### config.mk
export PLATFORM = sky130hd
export DESIGN_NAME = encoder4to2_withenable_seq
export DESIGN_NICKNAME = d
export VERILOG_FILES = /design/src/rtl/encoder4to2_withenable_seq.sv
export SDC_FILE = /design/constraint.sdc
export NUM_CORES = 1
export LEC_CHECK = 0
export ABC_AREA = 1
export BUFFER_PORTS_ARGS = -buffer_cell sky130_fd_sc_hd__buf_4
export CAP_MARGIN = 30
export CORE_AREA = 2 2 39 41
export DETAILED_ROUTE_END_ITERATION = 6
export DIE_AREA = 0 0 41 43
export GPL_TIMING_DRIVEN = 1
export SLEW_MARGIN = 40
export SYNTH_ARGS = -nofsm -noshare
export SYNTH_HDL_FRONTEND = slang
export SYNTH_SLANG_ARGS = --single-unit
### constraint.sdc
create_clock -name clk -period 1.6 [get_ports clk]
set_input_delay 0 -clock clk [delete_from_list [all_inputs] [get_ports clk]]
set_output_delay 0 -clock clk [all_outputs]
set_load 0.01 [all_outputs]
### src/rtl/encoder4to2_withenable_seq.sv
// ----------------------------------------------------------------------------
// encoder4to2_withenable_seq
//
// Sequential 4-to-2 encoder, the inverse of the enabled 2-to-4 decoder.
// Request lines y[3:0] are captured while e=1 into a pending register. The
// pending bits are then presented one code at a time on {a,b}.
//
// Code mapping: y[3] -> 00, y[2] -> 01, y[1] -> 10, y[0] -> 11.
//
// Parameters
//   PRIO_MSB  1: y[3] is served first, y[0] last.
//             0: the order is reversed.
//
// Ports
//   clk    in   clock; all state updates on posedge
//   rst    in   synchronous reset, active-high
//   e      in   enable; y is sampled only while e=1
//   y      in   [3:0] request lines, multi-hot allowed
//   ready  in   consumer takes the current code when ready & valid
//   a      out  code MSB (registered)
//   b      out  code LSB (registered)
//   valid  out  {a,b} holds a code
//   more   out  requests are pending beyond the code being presented
//   err    out  sticky multi-hot flag (only with ENC_ONEHOT_CHK_EN)
//
// Build option
//   ENC_ONEHOT_CHK_EN  When defined, err rises the cycle after any e=1
//                      sample with more than one y bit set, and holds until
//                      rst. When undefined, err is tied to 0 and the checker
//                      is absent.
//
// Handshake: a code is transferred on every posedge where valid=1 and
// ready=1. While valid=1 and ready=0, {a,b} and valid stay unchanged. ready
// is ignored while valid=0. valid never drops without a transfer, except
// on rst.
//
// The FSM state is held in 'state' (IDLE/SHOW). valid mirrors state==SHOW.
// ----------------------------------------------------------------------------
module encoder4to2_withenable_seq #(
    parameter bit PRIO_MSB = 1'b1
) (
    input  logic       clk,
    input  logic       rst,
    input  logic       e,
    input  logic [3:0] y,
    input  logic       ready,
    output logic       a,
    output logic       b,
    output logic       valid,
    output logic       more,
    output logic       err
);

    typedef enum logic {
        IDLE = 1'b0,
        SHOW = 1'b1
    } state_t;

    state_t     state;
    logic [3:0] pend;

    logic [3:0] cap;
    logic [3:0] cur_oh;
    logic [3:0] retire;
    logic [3:0] pend_n;
    logic [3:0] nxt_oh;
    logic [1:0] nxt_code;

    // Pick the single highest-priority bit out of a request vector.
    function automatic logic [3:0] pick(input logic [3:0] v);
        logic [3:0] r;
        r = 4'b0000;
        if (PRIO_MSB) begin
            if      (v[3]) r = 4'b1000;
            else if (v[2]) r = 4'b0100;
            else if (v[1]) r = 4'b0010;
            else if (v[0]) r = 4'b0001;
        end else begin
            if      (v[0]) r = 4'b0001;
            else if (v[1]) r = 4'b0010;
            else if (v[2]) r = 4'b0100;
            else if (v[3]) r = 4'b1000;
        end
        return r;
    endfunction

    // One-hot request bit -> output code.
    function automatic logic [1:0] enc(input logic [3:0] oh);
        logic [1:0] c;
        c = 2'b00;
        case (oh)
            4'b1000: c = 2'b00;
            4'b0100: c = 2'b01;
            4'b0010: c = 2'b10;
            4'b0001: c = 2'b11;
            default: c = 2'b00;
        endcase
        return c;
    endfunction

    // Output code -> the one-hot request bit it stands for.
    function automatic logic [3:0] dec(input logic [1:0] c);
        logic [3:0] oh;
        oh = 4'b0000;
        case (c)
            2'b00: oh = 4'b1000;
            2'b01: oh = 4'b0100;
            2'b10: oh = 4'b0010;
            2'b11: oh = 4'b0001;
            default: oh = 4'b0000;
        endcase
        return oh;
    endfunction

    always_comb begin
        cap      = e ? y : 4'b0000;
        cur_oh   = dec({a, b});
        // The displayed bit leaves pend only when it is accepted.
        retire   = ((state == SHOW) && ready) ? cur_oh : 4'b0000;
        // Capture is OR'd after the retire mask, so a bit re-requested in
        // its own accept cycle stays pending.
        pend_n   = (pend & ~retire) | cap;
        nxt_oh   = pick(pend_n);
        nxt_code = enc(nxt_oh);
    end

    always_ff @(posedge clk) begin
        if (rst) begin
            state <= IDLE;
            pend  <= 4'b0000;
            a     <= 1'b0;
            b     <= 1'b0;
            valid <= 1'b0;
            more  <= 1'b0;
        end else begin
            pend <= pend_n;
            case (state)
                IDLE: begin
                    if (pend_n != 4'b0000) begin
                        {a, b} <= nxt_code;
                        valid  <= 1'b1;
                        more   <= |(pend_n & ~nxt_oh);
                        state  <= SHOW;
                    end
                end
                SHOW: begin
                    if (ready) begin
                        if (pend_n != 4'b0000) begin
                            // Back-to-back: next code loads in the accept cycle.
                            {a, b} <= nxt_code;
                            valid  <= 1'b1;
                            more   <= |(pend_n & ~nxt_oh);
                            state  <= SHOW;
                        end else begin
                            // {a,b} keep their last value.
                            valid <= 1'b0;
                            more  <= 1'b0;
                            state <= IDLE;
                        end
                    end else begin
                        // Held: new captures only widen the backlog.
                        more <= |(pend_n & ~cur_oh);
                    end
                end
                default: begin
                    state <= IDLE;
                    valid <= 1'b0;
                    more  <= 1'b0;
                end
            endcase
        end
    end

`ifdef ENC_ONEHOT_CHK_EN
    // y & (y-1) clears the lowest set bit; anything left means multi-hot.
    logic multi_hot;
    assign multi_hot = e && ((y & (y - 4'd1)) != 4'b0000);

    always_ff @(posedge clk) begin
        if (rst) begin
            err <= 1'b0;
        end else if (multi_hot) begin
            err <= 1'b1;
        end
    end
`else
    assign err = 1'b0;
`endif

endmodule

==> results of run 1 <==
==> per-layer routing <==
layer / wire length, µm / GRT usage (%) / vias to the layer above
met3: 56 / 3.14 / 4
met4: 24 / 9.33 / 0
li1: - / - / 286
met5: 0 / 0 / -
met1: 522 / 17.4 / 245
met2: 561 / 25.6 / 17
==> cells in the final DEF (no fill, tap or decap), types with 3 or more instances in the layout <==
cell type / Yosys / routed
clkbuf_4: 0 / 3
nand2_2: 7 / 7
a21oi_1: 3 / 3
dfxtp_1: 9 / 9
nor2_4: 4 / 4
nor2_1: 10 / 10
inv_1: 11 / 11
nand2_1: 21 / 21
buf_4: 1 / 11
nand3_1: 3 / 3
o21ai_0: 5 / 5
inv_2: 3 / 3
==> how the worst max path moves through the flow <==
| stage | start | end | slack (ns) |
|---|---|---|---|
| after floorplan | a$_SDFFE_PP0P_ | b$_SDFFE_PP0P_ | 0.30 |
| after global placement | b$_SDFFE_PP0P_ | more$_SDFFE_PP0P_ | 0.21 |
| after detailed placement | b$_SDFFE_PP0P_ | more$_SDFFE_PP0P_ | 0.21 |
| after CTS | b$_SDFFE_PP0P_ | more$_SDFFE_PP0P_ | 0.18 |
| after global routing | b$_SDFFE_PP0P_ | more$_SDFFE_PP0P_ | 0.06 |
| final | b$_SDFFE_PP0P_ | more$_SDFFE_PP0P_ | 0.18 |
==> cell families (layout without fill, tap and decap cells) <==
logic type | Yosys count | in the layout | share of synthesized area [%]
other cells | 1 | 1 | 0.687
flops | 9 | 9 | 33.0
buf+inv | 15 | 30 | 11.0
compound gates | 12 | 12 | 12.6
simple gates | 47 | 47 | 42.7
==> timing repair <==
item,4_1_cts,5_1_grt
gates resized for setup,0,0
hold endpoints to repair,5,0
hold buffers,1,0
==> tightest hold or removal path, delay by kind of cell <==
family                 cells  cell delay, ns
buffers and inverters      1            0.10
AND/OR/NAND/NOR            2            0.15
AO/OA/AOI/OAI              1            0.06
==> cell usage after synthesis, drive strengths merged <==
cell and n:
a21oi 4, buf 1, conb 1, dfxtp 9, inv 14, nand2 28, nand3 3, nand4 1
nor2 15, o21ai 7, o22ai 1
==> through the flow <==
stage	hold WS, ns	std cells	instance area (µm²)
finish	0.0930	115	677
detailed placement	0.232	110	641
floorplan	0.0691	84	546
global placement	0.231	110	641
CTS	0.0907	115	677
global route	0.107	115	677
==> area by class of cell <==
type                       count  area share [%]
sequential                     9            26.6
clock buffer                   4            3.88
inverter                      14            7.76
multi-input combinational     60            45.1
tap                           16            2.96
timing repair buffer          12            13.7
==> flip-flops by register name, indices dropped and copies added, names as in the netlist <==
| signal | count |
|---|---|
| b | 1 |
| state | 1 |
| a | 1 |
| more | 1 |
| valid | 1 |
| pend | 4 |
==> power groups by stage <==
| stage | sequential (mW) | clock (mW) | combinational, mW |
|---|---|---|---|
| after floorplan | 0.271 | 0 | 0.111 |
| after CTS | 0.264 | 0.178 | 0.174 |
| after global routing | 0.267 | 0.191 | 0.193 |
| final | 0.264 | 0.174 | 0.173 |
| after global placement | 0.269 | 0 | 0.168 |
| after detailed placement | 0.269 | 0 | 0.170 |
==> impl_metrics.yaml, run 1 <==
hold_path:
  min_path_type: "in -> reg"
  hp-start: "ready"
  holdPathEnd: "valid$_SDFFE_PP0P_"
  holdPathStages: 4
timing:
  fin_crit_sh_pct: 88.6
  fmax_ghz: 0.706
  fin_crit_ns: 1.42
  slew_viol_final: 0
  setup_viol: 0
  setup-tns-final_ns: 0
  fin_ws_ns: 0.183
  final_hold_viol_count: 0
  fin_worst_skew_ns: 0.000828
  rsz0062_at_grt: "false"
detailed_routing:
  antenna_left: 0
  wire_per_inst_um: 10.1
  vias: 552
  dr.first_iter.drc_count: 12
  route.detailed.drc: 0
  routed_via_density: 4.80
  dr.pass1.iters: 4
  wl_mm: 1.16
setup_path:
  slowest_stage: "dfxtp_1"
  crit_path_cell_trace: "nand2_2 > nor2_4 > nor2_2 > nor2_4 > nand2_1 > nand2_1 > nand2_1 > nand2_1 > nand3_1 > nand2_1 > inv_1"
  worst_path_largest_cell_delay_ns: 0.49
  crit_cells: 11
  cp_max_fo: 8
  r2r_slack_ns: 0.18
  required_ns: 1.76
  reg2reg_depth: 11
  cp_common_cell: "nand2_1"
  path_delay_family: "simple AND/OR/NAND/NOR gates"
  cp-end-kind: "flip-flop"
  crit_arrival_ns: 1.58
  r2r_end: "more$_SDFFE_PP0P_"
  startpoint_type: "flip-flop"
  r2r-start: "b$_SDFFE_PP0P_"
  path_class: "reg -> reg"
  cp_num_buf_inv: 1
power_and_ir_drop:
  power_frac_clock_pct: 28.5
  power_mw: 0.611
  power.density_nw_per_um2: 903
  p_int_mw: 0.413
  swShare_pct: 32.4
  combPwrFrac_pct: 28.2
  ir_worst_vdd_uv: 405
  switchingPower_mw: 0.198
  seq_power_share_pct: 43.2
  p_leak_nw: 0.354
layout:
  seq_area_um2: 180
  fin_nets: 108
  num_antenna_cells: 0
  final_util_pct: 48.9
  multiInputGateArea_um2: 305
  drive_above_1_share_pct: 31.3
  area_growth_pct: 24.1
  fillers: 149
logic_synthesis:
  synth.distinct_cells: 18
  synthCells: 84
  synth-seq-cells: 9
  syn_area_per_cell_um2: 6.49
  ys_top_cells_by_area: "dfxtp_1, nand2_1, nor2_4"
  yosysWarnings: 0
  syn_area_um2: 546
  synth_nets: 92
  post-synth-top-area-cell: "dfxtp_1"
  synth_top_area_share_pct: 33.0
  yosysSeqAreaShare_pct: 33.0
floorplanning:
  rows: 14
  die_h_um: 43
  core-area_um2: 1380
  dieWidth_um: 41
  dieArea_um2: 1760
  initial_utilization_pct: 39.4
  io_pins: 13
clocking:
  worstSkewPairLatency_ns: 0.26
  cts_root_buf: "clkbuf_4"
  cts_buffers: 3
  clkTransAtPathRegs_ns: 0.06
  postCtsSetupRepairBufs: 0
  cts_num_sinks: 9
  clock_path_buffers: 2
  htreeDepth: 1
  tritoncts: "built"
flow_run:
  maxCapViolCount: 0
grt:
  overflow: 0
  grt_max_degree: 9
  grt_pass1_vias: 482
  antenna_found_initial: 0
  grt_pass1_wl_mm: 1.84
  track_usage_pct: 15.7
placement:
  place_congestion: 0.869
  portBuffers: 11
  pre_cts_ws_ns: 0.211
  dp_hpwl_um: 936
status:
  status: "complete, no violations"
Note: power is estimated with default switching activity, not from simulation.
==> run 2: changes to the inputs <==
- ABC_AREA: 1 -> unset
==> run 2 against run 1 <==
Register-to-register slack worse by 0.16 ns. Flip-flop and latch count stayed put. Via count is 0.18% lower. Combinational power is 21% higher. Critical endpoint unchanged.
==> impl_metrics.yaml, run 2 <==
layout:
  drive_above_1_share_pct: 37.6
  multiInputGateArea_um2: 347
  final_util_pct: 54.2
  layout.cells.non_filler: 101
  final_area_um2: 749
  area_growth_pct: 33.7
  final_cell_mix: "buf_4, nor2_1, a21oi_1, dfxtp_1"
  max_flop_register: "pend"
  largest_reg_flops: 4
  final_common_cell: "buf_4"
  seq_area_um2: 181
  num_antenna_cells: 0
  fillers: 133
  fin_nets: 94
logic_synthesis:
  synth-edff-count: 0
  yosysSeqAreaShare_pct: 32.1
  synth.distinct_cells: 29
  ys_top_cells_by_area: "dfxtp_1, a21oi_1, nor2_1"
  yosysWarnings: 0
  synthCells: 64
  syn_area_per_cell_um2: 8.76
  post-synth-top-area-cell: "dfxtp_1"
  async_flop_share_pct: 0
  synth_top_area_share_pct: 32.1
  synth_nets: 72
  yosys_most_used_dff: "dfxtp_1"
  syn_area_um2: 561
  synthTopCellsByCount: "dfxtp_1, nor2_1, a21oi_1"
  synth-seq-cells: 9
setup_path:
  cp-end-kind: "flip-flop"
  crit_arrival_ns: 1.76
  required_ns: 1.78
  startpoint_type: "flip-flop"
  path_class: "reg -> reg"
  cp_max_fo: 6
clocking:
  worstSkewPairLatency_ns: 0.26
  tritoncts: "built"
  htreeDepth: 1
  cts_num_sinks: 9
  clkTransAtPathRegs_ns: 0.06
  cts_buffers: 3
  clock_path_buffers: 2
  cts_root_buf: "clkbuf_4"
  postCtsSetupRepairBufs: 0
floorplanning:
  rows: 14
  initial_utilization_pct: 40.5
  io_pins: 13
  die_h_um: 43
  dieWidth_um: 41
  core-area_um2: 1380
  dieArea_um2: 1760
timing:
  fin_ws_ns: 0.0187
  rsz0062_at_grt: "true"
  fin_worst_skew_ns: 0.00134
  worst_hold_slack_ns: 0.0995
  fin_crit_sh_pct: 98.8
  fin_crit_ns: 1.58
  worstMarginPinSlew_ns: 0.512
  setup_viol: 0
  fmax_ghz: 0.632
  slew_headroom_pct: 65.5
  final_hold_viol_count: 0
  slew_viol_final: 0
status:
  status: "complete, no violations"
detailed_routing:
  antenna_left: 0
  wire_per_inst_um: 12.4
  dr.first_iter.drc_count: 9
  dr.pass1.iters: 4
  route.detailed.drc: 0
  vias: 551
  routed_via_density: 5.46
  wl_mm: 1.26
power_and_ir_drop:
  power.density_nw_per_um2: 860
  p_leak_nw: 0.309
  ir_worst_vdd_uv: 479
grt:
  grt_max_degree: 11
  antenna_found_initial: 0
  overflow: 0
  grt_pass1_vias: 492
  grt_pass1_wl_mm: 2.07
  track_usage_pct: 17.5
placement:
  dp.cells: 96
  dp_hpwl_mm: 1.01
  place_congestion: 0.828
  placed_area_um2: 708
  pre_cts_ws_ns: 0.0213
  portBuffers: 11
hold_path:
  min_path_type: "in -> reg"
flow_run:
  maxCapViolCount: 0
-- run 2: final timing paths --
| path | cells past startpoint | start | end | slack, ns |
|---|---|---|---|---|
| worst max-delay path | 5 | b$_SDFFE_PP0P_ | more$_SDFFE_PP0P_ | 0.02 |
| worst min-delay path | 3 | y[3] | pend[3]$_SDFF_PP0_ | 0.1 |
| worst max register to register | 5 | b$_SDFFE_PP0P_ | more$_SDFFE_PP0P_ | 0.02 |
| worst min register to register | 2 | valid$_SDFFE_PP0P_ | valid$_SDFFE_PP0P_ | 0.51 |
-- run 2: per-layer routing --
metal	GRT usage [%]	share of wire [%]	vias up
met5	0	0	-
met4	12.0	0.95	0
met3	1.57	4.4	2
met2	25.6	47	11
met1	23.0	47	256
li1	-	-	282
-- run 2: critical path, cell delays in order (launching register included) --
cell	delay, ns
dfxtp_2	0.35
mux2_4	0.31
o32ai_4	0.26
nand4_4	0.16
o32a_1	0.22
a211oi_2	0.20
-- run 2: metrics by stage --
stage | TNS (ns) | power (mW)
global placement | 0 | 0.478
CTS | 0 | 0.654
floorplan | -0.0381 | 0.397
finish | 0 | 0.645
global route | -0.0574 | 0.689
detailed placement | 0 | 0.477
-- run 2: cells by family after synthesis --
family | Yosys count | synth area share (%)
other cells | 1 | 0.669
buf+inv | 7 | 6.92
flops | 9 | 32.1
simple gates | 22 | 24.1
compound gates | 23 | 31.7
mux | 2 | 4.46
-- run 2: power by group --
group	internal (mW)	switching [mW]	leakage [nW]
combinational	0.111	0.0992	0.219
clock	0.0957	0.0724	0.0150
sequential	0.246	0.0198	0.0752
-- run 2: cell type report --
type                    instances  area share (%)
flip-flops and latches          9            24.2
repair buffers                 22            22.4
well taps                      16            2.67
clock buffers                   4            3.51
multi-input cells              48            46.2
inverters                       2            1.00
-- run 2: what timing repair did --
action                     CTS  global route
hold buffers                 1             0
resized for setup            0             1
setup endpoints to repair    0             1
hold endpoints to repair     9             0
